## src/rtl/dfi_sb_pkg.sv

```systemverilog
// Shared types and constants for the DFI sideband sequencer (dfi_upd_lp_ctrl).
// Holds the state encoding, datapath widths, timing limits and err_o bit indices.
package dfi_sb_pkg;

  localparam int WAKE_W = 6;
  localparam int TYPE_W = 2;
  localparam int CNT_W  = 5;
  localparam int ERR_W  = 4;

  localparam logic [CNT_W-1:0] TCTRLUPD_MIN = 5'd2;
  localparam logic [CNT_W-1:0] TCTRLUPD_MAX = 5'd16;
  localparam logic [CNT_W-1:0] TLP_RESP     = 5'd7;

  localparam int ERR_CTRLUPD_ACK  = 0;
  localparam int ERR_PHYUPD_DROP  = 1;
  localparam int ERR_LP_ACK       = 2;
  localparam int ERR_PHY_BOTH_REQ = 3;

  typedef enum logic [2:0] {
    ST_IDLE    = 3'd0,
    ST_CTRLUPD = 3'd1,
    ST_PHYUPD  = 3'd2,
    ST_PHYMSTR = 3'd3,
    ST_LP_REQ  = 3'd4,
    ST_LP_HOLD = 3'd5,
    ST_LP_EXIT = 3'd6
  } dfi_sb_state_e;

endpackage

```

## src/rtl/dfi_sb_timer.sv

```systemverilog
// Loadable saturating up-counter with a terminal-count flag (cnt == term_val_i).
// Used for the ctrl-update hold window and the low-power response window.
module dfi_sb_timer
  import dfi_sb_pkg::*;
(
  input  logic             clk_i,
  input  logic             rst_n_i,
  input  logic             load_i,
  input  logic             inc_i,
  input  logic [CNT_W-1:0] load_val_i,
  input  logic [CNT_W-1:0] term_val_i,
  output logic [CNT_W-1:0] cnt_o,
  output logic             term_o
);

  logic [CNT_W-1:0] cnt_q, cnt_d;

  always_comb begin
    cnt_d = cnt_q;
    if (load_i) begin
      cnt_d = load_val_i;
    end else if (inc_i && (cnt_q != '1)) begin
      cnt_d = cnt_q + 1'b1;
    end
  end

  always_ff @(posedge clk_i or negedge rst_n_i) begin
    if (!rst_n_i) cnt_q <= '0;
    else          cnt_q <= cnt_d;
  end

  assign cnt_o  = cnt_q;
  assign term_o = (cnt_q == term_val_i);

endmodule

```

## src/rtl/dfi_upd_lp_ctrl.sv

```systemverilog
// DFI sideband sequencer: arbitrates ctrl update / low-power against PHY update / PHY master.
// Define DFI_SB_CHK_EN to add the sticky protocol-error output err_o.
module dfi_upd_lp_ctrl
  import dfi_sb_pkg::*;
(
  input  logic              clk_i,
  input  logic              rst_n_i,
  input  logic              init_start_i,
  input  logic              ctrlupd_go_i,
  input  logic              lp_go_i,
  input  logic [WAKE_W-1:0] lp_wakeup_in_i,
  input  logic              lp_exit_i,
  input  logic              ctrlupd_ack_i,
  input  logic              phyupd_req_i,
  input  logic              phymstr_req_i,
  input  logic              lp_ctrl_ack_i,
  input  logic              lp_data_ack_i,
  input  logic [TYPE_W-1:0] phyupd_type_i,
  input  logic [TYPE_W-1:0] phymstr_type_i,
  output logic              ctrlupd_req_o,
  output logic              phyupd_ack_o,
  output logic              phymstr_ack_o,
  output logic              lp_ctrl_req_o,
  output logic              lp_data_req_o,
  output logic [WAKE_W-1:0] lp_ctrl_wakeup_o,
  output logic [WAKE_W-1:0] lp_data_wakeup_o,
  output logic [2:0]        state_o,
  output logic              lp_active_o,
  output logic              lp_timeout_o
`ifdef DFI_SB_CHK_EN
  ,
  output logic [ERR_W-1:0]  err_o
`endif
);

  dfi_sb_state_e     state_q, state_d;
  logic              ctrl_pend_q, ctrl_pend_d, lp_pend_q, lp_pend_d;
  logic [WAKE_W-1:0] wake_pend_q, wake_pend_d, wake_out_q, wake_out_d;
  logic              cack_seen_q, cack_seen_d, lca_seen_q, lca_seen_d, lda_seen_q, lda_seen_d;
  logic              creq_q, creq_d, pack_q, pack_d, mack_q, mack_d;
  logic              lreq_q, lreq_d, lact_q, lact_d, lto_q, lto_d;
  logic [TYPE_W-1:0] putype_q, putype_d, pmtype_q, pmtype_d;
  logic              load_ctl, load_lp, ctl_term, lp_term;
  logic [CNT_W-1:0]  ctl_cnt, lp_cnt;

  dfi_sb_timer u_ctl_timer (
    .clk_i(clk_i), .rst_n_i(rst_n_i), .load_i(load_ctl), .inc_i(state_q == ST_CTRLUPD),
    .load_val_i(5'd1), .term_val_i(TCTRLUPD_MAX), .cnt_o(ctl_cnt), .term_o(ctl_term)
  );

  dfi_sb_timer u_lp_timer (
    .clk_i(clk_i), .rst_n_i(rst_n_i), .load_i(load_lp), .inc_i(state_q == ST_LP_REQ),
    .load_val_i(5'd1), .term_val_i(TLP_RESP), .cnt_o(lp_cnt), .term_o(lp_term)
  );

  always_comb begin
    state_d     = state_q;
    ctrl_pend_d = ctrl_pend_q | ctrlupd_go_i;
    lp_pend_d   = lp_pend_q | lp_go_i;
    wake_pend_d = (lp_go_i && !lp_pend_q) ? lp_wakeup_in_i : wake_pend_q;
    wake_out_d  = '0;
    cack_seen_d = cack_seen_q;
    lca_seen_d  = lca_seen_q;
    lda_seen_d  = lda_seen_q;
    creq_d      = 1'b0;
    pack_d      = 1'b0;
    mack_d      = 1'b0;
    lreq_d      = 1'b0;
    lact_d      = 1'b0;
    lto_d       = 1'b0;
    putype_d    = putype_q;
    pmtype_d    = pmtype_q;
    load_ctl    = 1'b0;
    load_lp     = 1'b0;
    unique case (state_q)
      ST_IDLE: begin
        // init_start freezes arbitration; pending flags keep accumulating
        if (!init_start_i) begin
          if (phyupd_req_i) begin
            state_d  = ST_PHYUPD;
            pack_d   = 1'b1;
            putype_d = phyupd_type_i;
          end else if (phymstr_req_i) begin
            state_d  = ST_PHYMSTR;
            mack_d   = 1'b1;
            pmtype_d = phymstr_type_i;
          end else if (ctrl_pend_d) begin
            state_d     = ST_CTRLUPD;
            creq_d      = 1'b1;
            ctrl_pend_d = 1'b0;
            cack_seen_d = 1'b0;
            load_ctl    = 1'b1;
          end else if (lp_pend_d) begin
            state_d    = ST_LP_REQ;
            lreq_d     = 1'b1;
            lp_pend_d  = 1'b0;
            lca_seen_d = 1'b0;
            lda_seen_d = 1'b0;
            load_lp    = 1'b1;
            wake_out_d = wake_pend_d;
          end
        end
      end
      ST_CTRLUPD: begin
        cack_seen_d = cack_seen_q | ctrlupd_ack_i;
        if ((cack_seen_d && (ctl_cnt >= TCTRLUPD_MIN)) || ctl_term) state_d = ST_IDLE;
        else                                                        creq_d  = 1'b1;
      end
      ST_PHYUPD: begin
        if (phyupd_req_i) pack_d  = 1'b1;
        else              state_d = ST_IDLE;
      end
      ST_PHYMSTR: begin
        if (phymstr_req_i) mack_d  = 1'b1;
        else               state_d = ST_IDLE;
      end
      ST_LP_REQ: begin
        lca_seen_d = lca_seen_q | lp_ctrl_ack_i;
        lda_seen_d = lda_seen_q | lp_data_ack_i;
        if (lca_seen_d && lda_seen_d) begin
          state_d    = ST_LP_HOLD;
          lreq_d     = 1'b1;
          lact_d     = 1'b1;
          wake_out_d = wake_out_q;
        end else if (lp_term) begin
          state_d = ST_IDLE;
          lto_d   = 1'b1;
        end else begin
          lreq_d     = 1'b1;
          wake_out_d = wake_out_q;
        end
      end
      ST_LP_HOLD: begin
        if (lp_exit_i) begin
          state_d = ST_LP_EXIT;
        end else begin
          lreq_d     = 1'b1;
          lact_d     = 1'b1;
          wake_out_d = wake_out_q;
        end
      end
      ST_LP_EXIT: begin
        if (!lp_ctrl_ack_i && !lp_data_ack_i) state_d = ST_IDLE;
      end
      default: state_d = ST_IDLE;
    endcase
  end

  always_ff @(posedge clk_i or negedge rst_n_i) begin
    if (!rst_n_i) begin
      state_q     <= ST_IDLE;
      ctrl_pend_q <= 1'b0;
      lp_pend_q   <= 1'b0;
      wake_pend_q <= '0;
      wake_out_q  <= '0;
      cack_seen_q <= 1'b0;
      lca_seen_q  <= 1'b0;
      lda_seen_q  <= 1'b0;
      creq_q      <= 1'b0;
      pack_q      <= 1'b0;
      mack_q      <= 1'b0;
      lreq_q      <= 1'b0;
      lact_q      <= 1'b0;
      lto_q       <= 1'b0;
      putype_q    <= '0;
      pmtype_q    <= '0;
    end else begin
      state_q     <= state_d;
      ctrl_pend_q <= ctrl_pend_d;
      lp_pend_q   <= lp_pend_d;
      wake_pend_q <= wake_pend_d;
      wake_out_q  <= wake_out_d;
      cack_seen_q <= cack_seen_d;
      lca_seen_q  <= lca_seen_d;
      lda_seen_q  <= lda_seen_d;
      creq_q      <= creq_d;
      pack_q      <= pack_d;
      mack_q      <= mack_d;
      lreq_q      <= lreq_d;
      lact_q      <= lact_d;
      lto_q       <= lto_d;
      putype_q    <= putype_d;
      pmtype_q    <= pmtype_d;
    end
  end

  assign ctrlupd_req_o    = creq_q;
  assign phyupd_ack_o     = pack_q;
  assign phymstr_ack_o    = mack_q;
  assign lp_ctrl_req_o    = lreq_q;
  assign lp_data_req_o    = lreq_q;
  assign lp_ctrl_wakeup_o = wake_out_q;
  assign lp_data_wakeup_o = wake_out_q;
  assign state_o          = state_q;
  assign lp_active_o      = lact_q;
  assign lp_timeout_o     = lto_q;

  // PHY type codes are captured for observability only
  logic unused_ok;
  assign unused_ok = ^{putype_q, pmtype_q, lp_cnt};

`ifdef DFI_SB_CHK_EN
  logic [ERR_W-1:0] err_q, err_d;
  logic             preq_prev_q;

  always_comb begin
    err_d = err_q;
    if (ctrlupd_ack_i && !creq_q)                     err_d[ERR_CTRLUPD_ACK] = 1'b1;
    if (preq_prev_q && !phyupd_req_i && !pack_q)      err_d[ERR_PHYUPD_DROP] = 1'b1;
    // acks legitimately trail the reqs while draining in LP_EXIT
    if ((state_q != ST_LP_EXIT) && !lreq_q && (lp_ctrl_ack_i || lp_data_ack_i))
                                                      err_d[ERR_LP_ACK] = 1'b1;
    if ((state_q == ST_IDLE) && phyupd_req_i && phymstr_req_i)
                                                      err_d[ERR_PHY_BOTH_REQ] = 1'b1;
  end

  always_ff @(posedge clk_i or negedge rst_n_i) begin
    if (!rst_n_i) begin
      err_q       <= '0;
      preq_prev_q <= 1'b0;
    end else begin
      err_q       <= err_d;
      preq_prev_q <= phyupd_req_i;
    end
  end

  assign err_o = err_q;
`endif

endmodule

```

## config.mk

```make
export PLATFORM = sky130hd
export DESIGN_NAME = dfi_upd_lp_ctrl
export DESIGN_NICKNAME = d
export VERILOG_FILES = /design/src/rtl/dfi_sb_pkg.sv /design/src/rtl/dfi_sb_timer.sv /design/src/rtl/dfi_upd_lp_ctrl.sv
export SDC_FILE = /design/constraint.sdc
export NUM_CORES = 1
export LEC_CHECK = 0
export ABC_AREA = 0
export CORE_MARGIN = 2
export CORE_UTILIZATION = 53
export CTS_CLUSTER_SIZE = 8
export DETAILED_ROUTE_END_ITERATION = 10
export PLACE_DENSITY = 0.86
export SETUP_SLACK_MARGIN = 0.15
export SLEW_MARGIN = 15
export SYNTH_ARGS = -nofsm -noshare
export SYNTH_HDL_FRONTEND = slang
export SYNTH_SLANG_ARGS = --single-unit
```

## constraint.sdc

```tcl
create_clock -name clk_i -period 2.9 [get_ports clk_i]
set_input_delay 0.29 -clock clk_i [delete_from_list [all_inputs] [get_ports clk_i]]
set_output_delay 0.29 -clock clk_i [all_outputs]
set_load 0.02 [all_outputs]
```

* Word-level counts from Yosys, hierarchy flattened *
Cells that the tools add are included.

storage, ports and cells
  register bits = 36
  bits of input ports = 21
  output and inout port bits = 22
  logic and storage cells = 145

operators by class
  add/sub/neg operators = 2
  $lt $le $gt $ge = 1
  eq/ne operators = 25
  multiplexer cells = 77
  bitwise gates (word level) = 5
  reductions and logical operators = 19

operators with widths
  kind                                                                                 count
  6-bit 2-to-1 mux                                                                     9
  1-bit 2-to-1 mux                                                                     42
  3-bit 2-to-1 mux                                                                     12
  2-bit != test, second input constant                                                 13
  3-bit one-hot mux with 7 select lines                                                1
  5-bit 2-to-1 mux                                                                     4
  6-bit one-hot mux with 3 select lines                                                1
  5-bit != test, second input constant                                                 3
  1-bit one-hot mux with 2 select lines                                                7
  5-bit by 1-bit adder with 5-bit output, second input constant                        2
  3-bit == test, second input constant                                                 3
  8-bit AND reduction                                                                  1
  2-bit nonzero test                                                                   4
  3-bit by 2-bit == test with 1-bit output, second input constant                      2
  1-bit logical AND                                                                    6
  6-bit AND reduction                                                                  1
  5-bit by 3-bit == test with 1-bit output, second input constant                      1
  5-bit == test, second input constant                                                 1
  5-bit by 2-bit greater-or-equal comparator with 1-bit output, second input constant  1
  1-bit bitwise OR                                                                     5
  5-bit AND reduction                                                                  1
  3-bit by 1-bit == test with 1-bit output, second input constant                      1
  1-bit logical NOT                                                                    3
  3-bit logical NOT                                                                    1
  other kinds (4)                                                                      4

* Longest topological paths before layout *
  depth in word-level cells = 9
  mapped depth = 7
  mapped depth without buffers = 7

* Cells and area by module *
From an unflattened synthesis, not the netlist that was laid out.

unflattened totals
  cell total of the unflattened synthesis = 198
  area total of the unflattened synthesis = 2024.4 µm²

modules (own cells, without submodules)
  module           times used  cells an instance  area an instance (µm²)
  dfi_upd_lp_ctrl  1           124                1303.8
  dfi_sb_timer     2           37                 360.3

* Least setup slack after synthesis *
Ideal clock, no wire load.

  kind = reg2reg
  from = register u_ctl_timer.cnt_q[0], in the netlist u_ctl_timer.cnt_o[0]
  to = register u_ctl_timer.cnt_q[3], in the netlist u_ctl_timer.cnt_o[3]
  library setup time = 0.126 ns
  data arrival time = 1.650 ns
  data required time = 2.774 ns
  path slack = 1.124 ns
  cell stages (with the launch flop) = 8
  path through = dfrtp_1 -> ha_1 -> and3_1 -> ha_1 -> nor4b_4 -> nand4_1 -> xor2_1 -> nor2_1

on the way
  longest elaborated chain between the ends = 3

ends and longest elaborated chain
  element                                                                  RTL line                                source
  from (decl)                                                              dfi_sb_timer.sv:16                      logic [CNT_W-1:0] cnt_q, cnt_d;
  from (signal assigned)                                                   dfi_sb_timer.sv:29                      else cnt_q <= cnt_d;
  5-bit by 1-bit adder with 5-bit output or 5-bit != test (tied branches)  dfi_sb_timer.sv:23, dfi_sb_timer.sv:22
  5-bit 2-to-1 mux or 1-bit logical AND (tied branches)                    dfi_sb_timer.sv:22                      end else if (inc_i && (cnt_q != '1)) begin
  5-bit 2-to-1 mux or 2-bit nonzero test (tied branches)                   n/a

Parallel ways exist; a longest one is shown, timed or not. The select of a mux whose other input is x is not followed.
A chain may end at the register's enable or synchronous reset.

* Worst setup path after layout *
  from = register state_q[0], in the netlist state_o[0]
  to = output state_o[0]

RTL lines
  element                 RTL line                source
  from (decl)             dfi_upd_lp_ctrl.sv:36   dfi_sb_state_e state_q, state_d;
  from (signal assigned)  dfi_upd_lp_ctrl.sv:168  state_q <= state_d;
  to (decl)               dfi_upd_lp_ctrl.sv:27   output logic [2:0] state_o,

No word-level cell between the ends.

==> out/results.ini <==
[logic_synthesis]
ys_types = 45
synth_common_cells = 36 x dfrtp_1, 18 x nor2_1, 8 x buf_4, 7 x a21oi_1
synth-seq-cells = 36
ys_warn_count = 0
syn_inst = 165
syn_area_mm2 = 0.00184
synth_edf_count = 0
ys_top_cells_by_area = dfrtp_1 49%, ha_1 4.1%, nor2_1 3.7%
synth.largest_area_cell = dfrtp_1
synth-main-ff-cell = dfrtp_1
synthesis.nets = 192
ys_async_sr_fraction_pct = 100
seq_area_frac_synth_pct = 48.9
yosysMostFrequentCell = dfrtp_1
syn_avg_cell_area_um2 = 11.2
netlist.area_leader.share_pct = 48.9

[floorplanning]
std_cell_rows = 21
die-area_mm2 = 0.00396
coreArea_mm2 = 0.00334
pin_count = 43
die_x_um = 63.0
fp.dieH_um = 63.0
start_util_pct = 55.2

[clock_network]
cts_resized = 0
cts_tree = built
numCtsBuffers = 5
root_buffer = clkbuf_4
clock_sinks = 36
cts_buffer_depth = 2
clk_latency_ns = 0.34
cts_hold_buf = 0
post_cts_buffers = 0
h-tree-depth = 2
clk_pin_slew_ns = 0.11

[setup_path]
crit_family = flip-flops
slowest_delay_ns = 0.77
worst_setup_path_start_kind = register
cp_data_arrival_time_ns = 1.82
worstPathMaxFanout = 18
critPathKind = reg -> out
crit_buf_inv = 1
slowest_stage = dfrtp_1
end_kind = output pin
crit_chain = clkdlybuf4s50_1
worstPathRequired_ns = 2.61

[cells_and_area]
n_antenna_cell = 0
seq_area_um2 = 901
fillers = 261
syn_to_final_growth_pct = 23.5
fin_nets = 225
final_layout_size_suffix_gt1_share_pct = 9.55
multiInputGateArea_um2 = 833
final_core_util_pct = 68.2

[timing]
drv_slew = 0
max_slew.worst_pin.slew_ns = 0.649
maxSlewHeadroom_pct = 56.8
rsz0062_at_grt = no
fin_skew_ns = 0.0145
post-route-min-period_ns = 2.11
final_hold_viol_count = 0
setup_violations = 0
fmax_mhz = 473
post-route-period-util_pct = 72.8
finalSetupTns_ns = 0

[global_routing]
grt_max_degree = 37
grt_util_all_layers_pct = 21.0
grt_pass1_vias = 1425
grt_antenna_before_repair = 0
grt_pass1_wl_um = 6580
overflow = 0

[detailed_routing]
wl_per_cell_um = 15.0
num_vias = 1389
dr.pass1.iters = 5
drc = 0
drt_iter0_drc = 99
drt_wl_total_um = 3680
viasPerCell = 5.67
drtAntennaViolNets = 0

[power]
p_leak_uw = 0.000952
cellPowerDensity_mw_per_mm2 = 784
peakVddDrop_uv = 349

[outcome]
status = complete, no violations

[min_path]
hold_class = in -> async

[placed_design]
dp_hpwl_um = 2670
gp_congestion = 0.841
numPortBuffers = 38

[job]
max_cap_violations = 0

## cell usage in the layout (no fill, tap or decap), types with 2 or more instances in the layout
cell type	count
xnor2_1	2
dfrtp_1	36
and3_1	2
nor3b_1	3
nor3_1	2
nor2_1	18
nand2b_1	3
nor4b_4	2
clkdlybuf4s50_1	38
inv_1	5
o21ai_0	5
a21oi_1	7
a22o_1	6
xor2_1	4
nor2b_1	4
nand4_1	4
nand2_1	6
a31oi_1	2
nor4_1	3
mux2i_1	5
ha_1	6
clkbuf_4	5
mux2_2	6
nand3_1	2
## path summary, 6_finish.rpt
check / from / endpoint / slack [ns] / cells past startpoint
worst min-delay path: rst_n_i / lp_active_o / 0.36 / 2
min in group clk_i: wake_pend_q[2] / wake_pend_q[2] / 0.51 / 1
worst max register to register: state_o[1] / lp_ctrl_wakeup_o[5] / 0.85 / 4
worst min register to register: wake_pend_q[2] / wake_pend_q[2] / 0.51 / 1
worst max-delay path: state_o[0] / state_o[0] / 0.79 / 1
max in group asynchronous: rst_n_i / wake_pend_q[0] / 2.22 / 2
## per-layer routing
| metal | part of all wire, % | track usage (%) | vias to the layer above |
|---|---|---|---|
| met1 | 41 | 25.6 | 674 |
| li1 | - | - | 656 |
| met4 | 1.8 | 7.22 | 0 |
| met5 | 0 | 0 | - |
| met3 | 6.3 | 6.13 | 7 |
| met2 | 50 | 35.5 | 52 |
## power by group
group / internal [uW] / switching (uW) / leakage (uW) / total (uW)
registers: 647 / 174 / 0.000449 / 821
clock network: 181 / 156 / 0.0000422 / 337
logic: 311 / 314 / 0.000461 / 625
## area by class of cell
class / count / share of cell area [%]
clock buffers: 6 / 1.82
clock inverters: 2 / 1.54
inverters: 5 / 0.825
multi-input cells: 111 / 36.6
flip-flops and latches: 36 / 39.6
well taps: 46 / 2.53
repair buffers: 39 / 17.1
## sequential cells by signal, indices dropped and copies added, names as in the netlist, 3 cells and up
| signal | flops |
|---|---|
| lp_ctrl_wakeup_o | 6 |
| wake_pend_q | 6 |
| u_ctl_timer.cnt_o | 5 |
| u_lp_timer.cnt_o | 5 |
| state_o | 3 |
## kinds of logic after synthesis
logic type                 Yosys count  synth area share (%)
and+or+nand+nor                     55                  18.5
DFF                                 36                  48.9
AOI/OAI and AO/OA                   33                  13.4
buffers and inverters               18                  5.84
muxes                               11                  6.39
xor gates and xnor gates             6                  2.85
adders and majority gates            6                  4.08
## through the flow
stage                     hold slack (ns)  setup slack (ns)  instance area [um2]  total power (uW)  instances
after floorplan                  -0.00559              1.12                 1840              1230        165
after global placement              0.481             0.717                 2200              1410        237
after detailed placement            0.489             0.654                 2200              1450        237
after CTS                           0.360             0.775                 2270              1800        245
after global routing                0.405             0.653                 2270              1910        245
final                               0.359             0.788                 2270              1780        245
Power figures use the tool's default switching activity.
